$ cat config.mk
export PLATFORM = sky130hd
export DESIGN_NAME = uart_cmd_rx
export DESIGN_NICKNAME = d
export VERILOG_FILES = /design/src/rtl/uart_cmd_rx.sv
export SDC_FILE = /design/constraint.sdc
export NUM_CORES = 1
export LEC_CHECK = 0
export ABC_CLOCK_PERIOD_IN_PS = 3100
export BUFFER_PORTS_ARGS = -buffer_cell sky130_fd_sc_hd__clkbuf_2
export CAP_MARGIN = 20
export CORE_MARGIN = 3
export CORE_UTILIZATION = 50
export DETAILED_ROUTE_END_ITERATION = 12
export HOLD_SLACK_MARGIN = 0.1
export PLACE_DENSITY_LB_ADDON = 0.05
export SLEW_MARGIN = 20
export SYNTH_ARGS = -nofsm -noshare
export SYNTH_HDL_FRONTEND = slang
export SYNTH_SLANG_ARGS = --single-unit
export TNS_END_PERCENT = 20
$ cat constraint.sdc
create_clock -name clk -period 3.1 [get_ports clk]
set_clock_uncertainty 0.1 [all_clocks]
set_input_delay 0.155 -clock clk [delete_from_list [all_inputs] [get_ports clk]]
set_output_delay 0.155 -clock clk [all_outputs]
set_load 0.1 [all_outputs]
$ cat src/rtl/uart_cmd_rx.sv
// rtl/uart_cmd_rx.sv - 8N1 UART receiver with one/two-byte register command decoder
module uart_cmd_rx #(
  parameter int CLK_DIV = 434,
  parameter int TIMEOUT = 8
) (
  input  logic       clk,
  input  logic       rst,
  input  logic       rx,
  output logic [7:0] reg_data,
  output logic       reg_read,
  output logic       reg_write,
  input  logic [7:0] reg_rdata,
  input  logic       reg_valid,
  output logic [7:0] rd_data,
  output logic       rd_strobe,
  output logic       err,
  output logic       busy
);

  localparam int CW = $clog2(CLK_DIV + 1);
  localparam int TW = $clog2(TIMEOUT + 1);
  localparam logic [CW-1:0] HALF_M1 = CW'(CLK_DIV / 2 - 1);
  localparam logic [CW-1:0] FULL_M1 = CW'(CLK_DIV - 1);
  localparam logic [TW-1:0] TO_LAST = TW'(TIMEOUT - 1);

  typedef enum logic [1:0] {R_IDLE, R_START, R_DATA, R_STOP} rx_state_t;
  typedef enum logic [2:0] {IDLE, WR_WAIT, WR_ADDR, WR_DATA, RD_REQ, RD_REL} cmd_state_t;

  rx_state_t  r_state, r_next;
  cmd_state_t c_state, c_next;

  logic          rx_s1, rx_s2;
  logic [CW-1:0] cnt;
  logic [2:0]    bit_idx;
  logic [7:0]    shreg;
  logic          byte_done, frame_err;
  logic          cnt_end;

  logic [3:0]    addr;
  logic [7:0]    wdata;
  logic [TW-1:0] tcnt;
  logic          cmd_ok, tmo;
  logic [7:0]    data_nxt;
  logic          strobe_nxt, err_nxt;

  assign cnt_end = (cnt == '0);

  // Two-flop synchroniser; idles high so reset never looks like a start bit
  always_ff @(posedge clk or posedge rst) begin
    if (rst) begin
      rx_s1 <= 1'b1;
      rx_s2 <= 1'b1;
    end else begin
      rx_s1 <= rx;
      rx_s2 <= rx_s1;
    end
  end

  // RX state register
  always_ff @(posedge clk or posedge rst) begin
    if (rst) r_state <= R_IDLE;
    else     r_state <= r_next;
  end

  // RX next state: half-bit to mid start bit, then one bit period per sample
  always_comb begin
    r_next = r_state;
    case (r_state)
      R_IDLE:  if (!rx_s2) r_next = R_START;
      R_START: if (cnt_end) r_next = rx_s2 ? R_IDLE : R_DATA;
      R_DATA:  if (cnt_end && bit_idx == 3'd7) r_next = R_STOP;
      R_STOP:  if (cnt_end) r_next = R_IDLE;
      default: r_next = R_IDLE;
    endcase
  end

  // RX outputs: stop-bit sample decides between a good byte and a framing error
  always_comb begin
    byte_done = (r_state == R_STOP) && cnt_end && rx_s2;
    frame_err = (r_state == R_STOP) && cnt_end && !rx_s2;
  end

  // RX datapath: bit-period counter, bit index and LSB-first shift register
  always_ff @(posedge clk or posedge rst) begin
    if (rst) begin
      cnt     <= '0;
      bit_idx <= 3'd0;
      shreg   <= 8'h00;
    end else begin
      case (r_state)
        R_IDLE: begin
          cnt     <= HALF_M1;
          bit_idx <= 3'd0;
        end
        R_START: cnt <= cnt_end ? FULL_M1 : cnt - 1'b1;
        R_DATA: begin
          if (cnt_end) begin
            shreg   <= {rx_s2, shreg[7:1]};
            bit_idx <= bit_idx + 3'd1;
            cnt     <= FULL_M1;
          end else begin
            cnt <= cnt - 1'b1;
          end
        end
        R_STOP: if (!cnt_end) cnt <= cnt - 1'b1;
        default: cnt <= '0;
      endcase
    end
  end

  // Register block only decodes addresses 0-14 and bits 6:4 are reserved
  assign cmd_ok = (shreg[6:4] == 3'b000) && (shreg[3:0] != 4'hF);
  assign tmo    = (c_state == RD_REQ) && !reg_valid && (tcnt == TO_LAST);

  // Command state register
  always_ff @(posedge clk or posedge rst) begin
    if (rst) c_state <= IDLE;
    else     c_state <= c_next;
  end

  // Command next state
  always_comb begin
    c_next = c_state;
    case (c_state)
      IDLE:    if (byte_done && cmd_ok) c_next = shreg[7] ? WR_WAIT : RD_REQ;
      WR_WAIT: if (byte_done) c_next = WR_ADDR;
      WR_ADDR: c_next = WR_DATA;
      WR_DATA: c_next = IDLE;
      RD_REQ:  if (reg_valid || tmo) c_next = RD_REL;
      RD_REL:  if (!reg_valid) c_next = IDLE;
      default: c_next = IDLE;
    endcase
  end

  // Command outputs: handshake levels from state, registered values prepared here
  always_comb begin
    reg_read   = (c_state == RD_REQ);
    reg_write  = (c_state == WR_ADDR);
    busy       = (c_state != IDLE);
    strobe_nxt = (c_state == RD_REQ) && reg_valid;
    err_nxt    = frame_err || tmo ||
                 (byte_done && (((c_state == IDLE) && !cmd_ok) ||
                  (c_state inside {WR_ADDR, WR_DATA, RD_REQ, RD_REL})));
    data_nxt   = reg_data;
    if (c_state == IDLE && byte_done && cmd_ok && !shreg[7]) data_nxt = {4'h0, shreg[3:0]};
    else if (c_state == WR_WAIT && byte_done)                data_nxt = {4'h0, addr};
    else if (c_state == WR_ADDR)                             data_nxt = wdata;
  end

  // Command datapath: latched address/data, read timeout, registered pulses
  always_ff @(posedge clk or posedge rst) begin
    if (rst) begin
      addr      <= 4'h0;
      wdata     <= 8'h00;
      tcnt      <= '0;
      reg_data  <= 8'h00;
      rd_data   <= 8'h00;
      rd_strobe <= 1'b0;
      err       <= 1'b0;
    end else begin
      reg_data  <= data_nxt;
      rd_strobe <= strobe_nxt;
      err       <= err_nxt;
      tcnt      <= (c_state == RD_REQ) ? tcnt + 1'b1 : '0;
      if (strobe_nxt) rd_data <= reg_rdata;
      if (c_state == IDLE && byte_done) addr <= shreg[3:0];
      if (c_state == WR_WAIT && byte_done) wdata <= shreg;
    end
  end

endmodule

==> impl_metrics.ini <==
[worst_setup_path]
cp_slowest_cell = nor4_4
worst_setup_path_start_kind = flop
path_max_fanout = 12
cp_slowest_stage_delay_ns = 0.66
worstPathCellList = inv_1 -> ha_1 -> or4b_4 -> nor4_4 -> mux2_2
r2r_start = cnt[0]$_DFFE_PP0P_
cp-startpoint = cnt[0]$_DFFE_PP0P_
r2r-end = wdata[7]$_DFFE_PP0P_
critPathCapture = wdata[7]$_DFFE_PP0P_
r2r_slack_ns = 0.54
worstSetupEndpointType = flop
crit_cells = 5
cpLargestDelayFamily = simple AND/OR/NAND/NOR gates
worstSetupPathType = reg2reg
path_buf_inv = 1
arrival_ns = 2.68
ff2ff_path_depth = 5
required_ns = 3.21

[cells_and_area]
area_delta_synth_final_pct = 19.23
diodes = 0
drive_gt1_frac = 0.3194
num-nets-final = 325
nFillCells = 474
fin_util = 0.6294

[place]
hpwl_um = 4107
io_buffer_count = 32
gp_congestion = 0.8069

[floorplan]
rows = 27
fp.dieW_um = 82.95
core_um2 = 5608
die_h_um = 82.95
initial_utilization = 0.5279
pin_count = 33
die_area_um2 = 6880

[run_status]
status = completed

[timing]
period_needed_ns = 2.563
period_share = 0.8268
relSlewSlack = 0.5331
worst_pin_slew_ns = 0.6993
tns_ns = 0
hold_violations = 0
fmax_mhz = 390.2
slew_violations = 0
grt_setup_unrepaired = false
setup_viol = 0

[clock_network]
cts_root_buffer = clkbuf_8
cts_inserted_buffers = 9
clock_sinks = 61
post_cts_resized = 0
path_clk_slew_ns = 0.07
cts_htree_levels = 3
cts_tree = yes
clk_latency_ns = 0.33
clk_path_buf_depth = 2

[logic_synthesis]
synth_area_um2 = 2960
async_flop_share = 1.000
synthCells = 257
synth-main-ff-cell = dfrtp_1
yosysSeqAreaShare = 0.5165
yosysWarnings = 0
ys_ff_latch = 61
synthesis.area_per_instance_um2 = 11.52
yosysUniqueCellTypes = 52
synth-edff-count = 0
syn_nets = 277

[drt]
drc = 0
drt_iter0_markers = 130
vias = 2177
wl_per_cell_um = 15.73
drt_pass1_iterations = 4
via_per_inst = 5.699
drt_wl_total_um = 6010
ant_nets = 0

[power]
ir_drop_mv = 0.6641
pwr_density_cell_nw_per_um2 = 689.5
cellLeakagePower_uw = 0.001699

[global_route]
overflow = 0
grt.total_usage = 0.1912
grt_busiest_layer = met2
antenna_found_initial = 0
grt_max_degree = 34
grt_first_pass_wirelength_um = 10720
met3_usage = 0.04365
use_met1 = 0.2728
grt.met2_usage = 0.2806
grt_pass1_vias = 2266

[min_path]
holdCritPathClass = reg2reg

[job]
maxCapViolations = 0
==> worst register-to-register path, cell delays in order, from the launching register on <==
cell and delay, ns:
dfrtp_1 0.41, inv_1 0.07, ha_1 0.20, or4b_4 0.60, nor4_4 0.66, mux2_2 0.41
==> state kept, by name (all words and copies together), names as in the netlist, 4 cells and up, named ones only <==
register and flops:
tcnt 4, reg_data 8, cnt 9, wdata 8
rd_data 8, addr 4, shreg 8
==> layout by cell type (no fill, tap or decap), drive strengths merged, types with 5 or more instances in the layout <==
| cell | synthesis | layout |
|---|---|---|
| a22o | 5 | 5 |
| clkbuf | 8 | 44 |
| dlygate4sd3 | 0 | 11 |
| nor4 | 6 | 6 |
| a21oi | 12 | 12 |
| mux2 | 30 | 30 |
| dfrtp | 59 | 59 |
| nor2 | 17 | 17 |
| inv | 14 | 14 |
| nor3 | 14 | 14 |
| ha | 8 | 8 |
| nand2 | 13 | 13 |
==> through the flow <==
step	std cells	cell area, um^2	hold slack (ns)	setup slack [ns]	total power [uW]
finish	382	3530	0.2562	0.5370	2434
detailed placement	355	3194	0.1463	0.5428	1642
global route	382	3530	0.2639	0.4237	2535
floorplan	257	2960	0.05948	0.7471	1533
global placement	355	3194	0.1444	0.5839	1635
CTS	382	3530	0.2567	0.5238	2452
==> worst min-delay path by stage <==
stage / start / to / cells after the start
finish: rx_s1$_DFF_PP1_ / rx_s2$_DFF_PP1_ / 0
global route: rx_s1$_DFF_PP1_ / rx_s2$_DFF_PP1_ / 0
CTS: rx_s1$_DFF_PP1_ / rx_s2$_DFF_PP1_ / 0
detailed placement: rx / rx_s1$_DFF_PP1_ / 1
global placement: rx / rx_s1$_DFF_PP1_ / 1
floorplan: rx / rx_s1$_DFF_PP1_ / 0
==> per-layer routing <==
layer  vias up  routed length, um
li1       1053                  -
met3        11                275
met5         -                  0
met4         0                113
met2        54               2644
met1      1059               2975
==> synth_stat cells, types with 2 or more instances <==
cell	n	area (um^2)
dfrtp_1	59	1476
mux2_2	30	337.8
nor2_1	16	60.06
inv_1	14	52.55
nor3_1	14	70.07
a21oi_1	12	60.06
nand2_1	12	45.04
clkbuf_1	8	30.03
ha_1	8	100.1
a22o_1	5	43.79
nand3_1	4	20.02
nand4_1	4	25.02
nor4_1	4	25.02
o21a_1	4	30.03
o221a_2	4	45.04
xnor2_1	4	35.03
a31oi_1	3	18.77
a32o_1	3	30.03
nand3b_1	3	22.52
o31ai_1	3	22.52
or3_1	3	18.77
and2_1	2	12.51
and3_1	2	12.51
dfstp_2	2	52.55
nand2b_1	2	12.51
nor4_4	2	42.54
o21ai_0	2	10.01
o311a_1	2	20.02
o311ai_0	2	17.52
or2_2	2	12.51
==> cells by family after synthesis <==
family / count (synthesis) / share of synthesized area
flip-flops: 61 / 0.5165
AO/OA/AOI/OAI: 47 / 0.1251
AND/OR/NAND/NOR: 81 / 0.1589
adder cells (fa/ha/maj): 8 / 0.03381
XOR/XNOR: 5 / 0.01479
multiplexers: 31 / 0.1175
buffers and inverters: 24 / 0.03339
==> layout make-up <==
cell class	instances	area, um^2	area share
well taps	72	90.09	0.02552
clock buffers	12	155.1	0.04396
multi-input cells	172	1333	0.3775
repair buffers	47	300.3	0.08508
clock inverters	4	70.07	0.01985
flip-flops and latches	61	1529	0.4332
inverters	14	52.55	0.01489
==> where the power goes <==
group | switching [uW] | internal [uW] | total, uW | leakage, uW
combinational | 577 | 132 | 709 | 0.000773
sequential | 65.0 | 865 | 930 | 0.000809
clock | 301 | 494 | 796 | 0.000116
total | 943 | 1490 | 2430 | 0.00170
==> repair_timing <==
item                      CTS  global route
setup buffers               0             0
hold buffers               11             0
hold endpoints to repair   42             0
(Power assumes the default switching activity.)
